$ cat config.mk
export PLATFORM = sky130hd
export DESIGN_NAME = ksa
export DESIGN_NICKNAME = d
export VERILOG_FILES = /design/src/rtl/arc4_pkg.sv /design/src/rtl/ksa.sv
export SDC_FILE = /design/constraint.sdc
export NUM_CORES = 1
export LEC_CHECK = 0
export BUFFER_PORTS_ARGS = -buffer_cell sky130_fd_sc_hd__buf_2
export CORE_ASPECT_RATIO = 0.5
export CORE_MARGIN = 8
export CORE_UTILIZATION = 47
export DETAILED_ROUTE_END_ITERATION = 8
export GPL_ROUTABILITY_DRIVEN = 0
export PLACE_DENSITY = 0.78
export SLEW_MARGIN = 40
export SYNTH_ARGS = -nofsm -noshare
export SYNTH_HDL_FRONTEND = slang
export SYNTH_SLANG_ARGS = --single-unit
$ cat constraint.sdc
create_clock -name clk -period 8.08 [get_ports clk]
set_input_delay 0.404 -clock clk [delete_from_list [all_inputs] [get_ports clk]]
set_output_delay 0.404 -clock clk [all_outputs]
set_load 0.01 [all_outputs]
$ cat src/rtl/arc4_pkg.sv
// Shared definitions for the ARC4 datapath stages (S-array init and key scheduling).
package arc4_pkg;

  // Size of the S permutation array; all index arithmetic wraps at this value.
  localparam int S_SIZE = 256;

  // Each key-scheduling step visits six states: read i, wait, read j, wait, write i, write j.
  localparam int KSA_CYCLES_PER_I = 6;

  typedef enum logic [2:0] {
    IDLE,
    RD_I,
    WT_I,
    RD_J,
    WT_J,
    WR_I,
    WR_J
  } ksa_state_t;

endpackage

$ cat src/rtl/ksa.sv
// ARC4 key-scheduling stage: permutes the identity-filled S memory in place
// using the latched key, one swap per index over six clock cycles.
module ksa
  import arc4_pkg::*;
#(
  parameter int KEYLEN = 3
) (
  input  logic                clk,
  input  logic                rst_n,
  input  logic                en,
  output logic                rdy,
  input  logic [8*KEYLEN-1:0] key,
  output logic [7:0]          addr,
  input  logic [7:0]          rddata,
  output logic [7:0]          wrdata,
  output logic                wren
);

  localparam int KIW = (KEYLEN > 1) ? $clog2(KEYLEN) : 1;
  localparam logic [7:0] LAST_I = 8'(S_SIZE - 1);
  localparam logic [KIW-1:0] LAST_K = KIW'(KEYLEN - 1);

  ksa_state_t          state_q;
  logic [7:0]          i_q;
  logic [7:0]          j_q;
  logic [7:0]          si_q;
  logic [7:0]          sj_q;
  logic [7:0]          addr_q;
  logic                wren_q;
  logic                rdy_q;
  logic [KIW-1:0]      keyIdx_q;
  logic [8*KEYLEN-1:0] key_q;
  logic [7:0]          j_d;

  // Key byte selected by the rolling i-mod-KEYLEN counter; byte 0 is the MSB of the key.
  function automatic logic [7:0] keyByte(input logic [8*KEYLEN-1:0] k,
                                         input logic [KIW-1:0] idx);
    logic [7:0] b;
    b = '0;
    for (int n = 0; n < KEYLEN; n++) begin
      if (idx == KIW'(n)) begin
        b = k[8*(KEYLEN-1-n) +: 8];
      end
    end
    return b;
  endfunction

  // Next j, formed while S[i] is arriving on rddata during WT_I; wraps mod 256.
  always_comb begin
    j_d = j_q + rddata + keyByte(key_q, keyIdx_q);
  end

  // Sequencer: each state prepares the registered memory controls for the state it enters.
  always_ff @(posedge clk or negedge rst_n) begin
    if (!rst_n) begin
      state_q  <= IDLE;
      rdy_q    <= 1'b1;
      wren_q   <= 1'b0;
      addr_q   <= '0;
      i_q      <= '0;
      j_q      <= '0;
      si_q     <= '0;
      sj_q     <= '0;
      keyIdx_q <= '0;
      key_q    <= '0;
    end else begin
      case (state_q)
        IDLE: begin
          if (en) begin
            key_q    <= key;
            i_q      <= '0;
            j_q      <= '0;
            keyIdx_q <= '0;
            rdy_q    <= 1'b0;
            wren_q   <= 1'b0;
            addr_q   <= '0;
            state_q  <= RD_I;
          end
        end
        RD_I: begin
          state_q <= WT_I;
        end
        WT_I: begin
          si_q    <= rddata;
          j_q     <= j_d;
          addr_q  <= j_d;
          state_q <= RD_J;
        end
        RD_J: begin
          state_q <= WT_J;
        end
        WT_J: begin
          sj_q    <= rddata;
          addr_q  <= i_q;
          wren_q  <= 1'b1;
          state_q <= WR_I;
        end
        WR_I: begin
          addr_q  <= j_q;
          state_q <= WR_J;
        end
        WR_J: begin
          wren_q <= 1'b0;
          if (i_q == LAST_I) begin
            rdy_q   <= 1'b1;
            addr_q  <= '0;
            state_q <= IDLE;
          end else begin
            i_q      <= i_q + 8'd1;
            keyIdx_q <= (keyIdx_q == LAST_K) ? '0 : keyIdx_q + 1'b1;
            addr_q   <= i_q + 8'd1;
            state_q  <= RD_I;
          end
        end
        default: begin
          rdy_q   <= 1'b1;
          wren_q  <= 1'b0;
          state_q <= IDLE;
        end
      endcase
    end
  end

  // Write data is S[j] into slot i, then S[i] into slot j; both halves come straight from
  // the latched bytes so no separate data register is needed.
  always_comb begin
    wrdata = (state_q == WR_J) ? si_q : sj_q;
  end

  assign addr = addr_q;
  assign wren = wren_q;
  assign rdy  = rdy_q;

endmodule
* Yosys cells after proc, flatten, opt, wreduce, memory -nomap -nowiden
Index checks and enable logic that the tools add are counted.
** Word-level totals
- Flip-flop bits (word level) :: 71
- Input bits :: 35
- Output and inout port bits :: 18
** Operators by class
- Add/subtract/negate cells :: 4
- Equality and inequality tests :: 12
- Muxes and demuxes :: 21
- Bitwise gates (word level) :: 2
- Reduce and logical (&&, ||, !) cells :: 13
** Operators by type and width (count)
- $mux 8 :: 7
- $pmux 8 s5 :: 1
- $pmux 8 s2 :: 2
- $pmux 3 s7 :: 1
- $add 8x8->8 :: 2
- $eq 3x3->1 const B :: 3
- $add 8x1->8 const B :: 1
- $eq 8x8->1 const B :: 1
- $reduce_and 2->1 :: 4
- $eq 3x2->1 const B :: 2
- $mux 2 :: 3
- $ne 2x2->1 const B :: 3
- $pmux 1 s3 :: 2
- $reduce_and 3->1 :: 2
- $reduce_bool 5->1 :: 1
- $reduce_or 5->1 :: 1
- $pmux 2 s2 :: 1
- $reduce_bool 2->1 :: 2
- $reduce_or 4->1 :: 1
- $eq 3x1->1 const B :: 1
- $logic_not 3->1 :: 1
- $mux 1 :: 3
- $mux 3 :: 1
- $add 2x1->2 const B :: 1
- other kinds (4) :: 5

* Depth between registers and ports, before layout
- Depth in word-level cells :: 6
- Mapped depth :: 13
- Depth with buffers taken out :: 12

* Worst setup path before layout
OpenSTA, ideal clock, no wires.
- Path type :: register to register
- Start point :: register keyIdx_q[0]
- End point :: register addr_q[7] (netlist: addr[7])
- Library setup time :: 132 ps
- Arrival :: 2716 ps
- Data required time :: 7948 ps
- Path slack :: 5232 ps
- Cell stages (with the launch flop) :: 14
- Period minus slack after synthesis :: 2848 ps
- Cell sequence :: dfrtp_1 -> buf_2 -> mux2i_1 -> nor2_1 -> a21oi_1 -> fa_1 -> inv_1 -> ha_1 -> fa_1 -> a211oi_1 -> o21bai_1 -> a21oi_1 -> xnor2_1 -> o211ai_1
** On the way
- Longest elaborated chain between the ends :: 6
- Elaborated cells between the ends (all ways) :: 8
- Classes of those cells :: add/sub (1); eq/ne (2); mux (4); reduce/logical (1)
** Ends and longest elaborated chain
- from (decl) :: line ksa.sv:31 : logic [KIW-1:0] keyIdx_q;
- from (signal assigned) :: line ksa.sv:110 : keyIdx_q <= (keyIdx_q == LAST_K) ? '0 : keyIdx_q + 1'b1;
- $logic_not 2->1 :: line ksa.sv:41 : if (idx == KIW'(n)) begin
- $mux 8 (2 in a row) :: line ksa.sv:41
- $mux 8 * :: line ksa.sv:41
- $add 8x8->8 * :: line ksa.sv:50 : j_d = j_q + rddata + keyByte(key_q, keyIdx_q);
- $pmux 8 s5 * :: line ksa.sv:67 : case (state_q)
- to (signal assigned) :: line ksa.sv:86 : addr_q <= j_d;
- to (signal assigned) :: line ksa.sv:94 : addr_q <= i_q;
- to (signal assigned) :: line ksa.sv:99 : addr_q <= j_q;
- to (decl) :: line ksa.sv:28 : logic [7:0] addr_q;
Mark *: on every way between the ends. The rest lies on a longest branch, timed or not.
A chain may end at the register's enable or synchronous reset.

* Worst setup path in the final report
- Start point :: register keyIdx_q[0]
- End point :: register j_q[7]
** On the way
- Longest elaborated chain between the ends :: 6
- Elaborated cells between the ends (all ways) :: 8
- Classes of those cells :: add/sub (1); eq/ne (2); mux (4); reduce/logical (1)
** Ends and longest elaborated chain
- $logic_not 2->1 :: line ksa.sv:41
- $mux 8 (2 in a row) :: line ksa.sv:41
- $mux 8 * :: line ksa.sv:41
- $add 8x8->8 * :: line ksa.sv:50
- $pmux 8 s2 * :: line ksa.sv:67
- to (signal assigned) :: line ksa.sv:85 : j_q <= j_d;
- to (decl) :: line ksa.sv:25 : logic [7:0] j_q;
Marks and branches as above.

==> run metrics <==
slowest stage cell on the critical path dfrtp_1; status completed; top layer in use met4; Leakage 2.05 nW; clock latency at the later pin of the worst-skew pair 340 ps; IO Pins 53; CORE AREA 7910 sq um; biggest fanout along the worst timing path 12; DRT antenna net count 0; drt wl/cell 17.0 um; dpl cell area 4090 sq um; crit end category flop; clock buffer depth 2; Antenna Cells 0; post-synthesis cell type count 51; number of port buffers 52; H-tree depth 3; Seq/Total Area, Yosys 0.470; WS Path Type flop to flop; placed cell count 493; Chip Height 79.5 um; Tcrit/Tclk final 0.420; Iteration-0 DRC Markers 189; Mapped Nets 398; Period minus WS final 3390 ps; maximum vdd drop 0.000192 V; via/cell ratio 5.42; Cell Chain, Critical Path nor2b_1 > a21oi_1 > fa_1 > inv_1 > ha_1 > fa_1 > a211oi_1 > o21bai_1 > a21oi_1 > xnor2_1 > o21ai_0; clk_skew 4.28 ps; pwr dens 463 nW/um^2; top cells by area, synth dfrtp_1 46%, mux2_2 9.8%, nand2_1 4.6%; largest net degree at the start of global routing 72; Hold Path Class input pin to asynchronous set/reset pin; fmax 0.295 GHz; drt pass-1 iters 4; final net count 443; # rows 23; Max Cap Violations 0; Die W 143 um; Setup Viol. Count Final 0; total power 2.06 mW; Max-slew headroom 0.497; hold_ws 162 ps; vias 2766; postcts setup bufs 0; CP peak stage delay 560 ps; Initial Utilization 0.478; total CTS buffers 9; CP arrival 3580 ps; actual slew at the worst max-slew pin 755 ps; Cell Area, Synth 3790 sq um; WL met2 3990 um; final hold vios 0; Worst Setup Start Kind flop; fin area 4440 sq um; asr flop ratio synth 1.00; total clock sinks 71; vias in the first global route 2850; share of post-route cells with drive strength above 1 0.284; post-route insts no fill 510; initial antenna violation count 0; Total GRT Usage 0.163; Crit path required time 8260 ps; cts-stage hold buffer count 0; top_reg_cell synth dfrtp_1; number of synthesized flops with an enable pin 0; routed wire length 8650 um; Final TNS setup 0 ps; die area 11400 sq um; Yosys top cell area share 0.463; HPWL Detailed 6150 um; Yosys reg bits 71; clk slew on worst S/H paths 50 ps; root buf cell clkbuf_16; grt total ovfl 0; Syn-to-layout area delta 17.3%; RSZ-0062 raised after global routing no; CTS-repair resized insts 0; cell count after synthesis 348; met3 WL post-DR 525 um; Mean Syn Cell Area 10.9 sq um; global-route wire length before repair 14400 um; YS warnings 0; drt drc 0; WL met1 4010 um; CTS tree yes; final slew viol count 0; cell accounting for the most synthesized area dfrtp_1
-- report_power, final --
group / internal (mW) / switching [mW]
sequential: 0.515 / 0.139
combinational: 0.463 / 0.514
clock: 0.280 / 0.143
-- synthesized netlist by cell type, types with 8 or more instances --
master    n
a21oi_1  10
buf_2    13
dfrtp_1  70
fa_1      8
inv_1    13
mux2_2   33
mux2i_1  16
nand2_1  46
nor2_1   16
o21ai_0  28
-- area by class of cell --
type	instances	area [sq um]
sequential	71	1780
clock inverter	2	35.0
inverter	13	48.8
multi-input combinational	243	1840
timing repair buffer	55	310
fill	687	3470
clock buffer	14	294
tap	112	140
-- per-stage QoR --
step | utilization | setup slack [ps]
final | 0.561 | 4690
after global placement | 0.514 | 4830
after CTS | 0.558 | 4710
after detailed placement | 0.516 | 4710
after global routing | 0.561 | 4500
after floorplan | - | 5230
-- sequential cells by signal, indices dropped and copies added (netlist names) --
register / cells
wren: 1
j_q: 8
keyIdx_q: 2
state_q: 3
addr: 8
key_q: 24
sj_q: 8
si_q: 8
i_q: 8
rdy: 1
-- path summary, 6_finish.rpt --
kind,start,endpoint,slack [ps],cells past startpoint
setup reg to reg,keyIdx_q[0]$_DFFE_PN0P_,j_q[7]$_DFFE_PN0P_,4690,11
setup / recovery,keyIdx_q[0]$_DFFE_PN0P_,j_q[7]$_DFFE_PN0P_,4690,11
min in group clk,key[4],key_q[4]$_DFFE_PN0P_,280,2
hold / removal,rst_n,key_q[15]$_DFFE_PN0P_,160,2
max in group asynchronous,rst_n,key_q[20]$_DFFE_PN0P_,7450,2
hold reg to reg,addr[2]$_DFFE_PN0P_,addr[2]$_DFFE_PN0P_,460,2
-- kinds of logic after synthesis --
logic type                 share of synthesized area
muxes                                          0.161
DFF                                            0.470
xor gates and xnor gates                      0.0208
and+or+nand+nor                                0.114
AOI/OAI and AO/OA                              0.123
buffers and inverters                         0.0459
adders and majority gates                     0.0654
-- worst max-delay path, delay by kind of cell, from the launching register on --
kind | cells | cell delay (ps)
simple gates | 1 | 460
flops | 1 | 560
fa+ha+maj | 3 | 1140
xor+xnor | 1 | 160
buf+inv | 1 | 40
compound gates | 5 | 870
-- per-layer routing --
layer,GRT usage,up-vias
met2,0.248,78
li1,-,1315
met4,0.0631,0
met1,0.214,1360
met5,0,-
met3,0.0501,13
-- placed cells by master (no fill, tap or decap), types with 5 or more instances in the layout --
cell type  count
a21oi_1       10
buf_2         52
clkbuf_16      9
clkbuf_8       5
dfrtp_1       70
fa_1           8
ha_1           7
inv_1         13
mux2_1         7
mux2_2        33
mux2i_1       16
nand2_1       46
nor2_1        15
o21ai_0       28
o31ai_1        5
xnor2_1        7
Note: power is estimated with default switching activity, not from simulation.
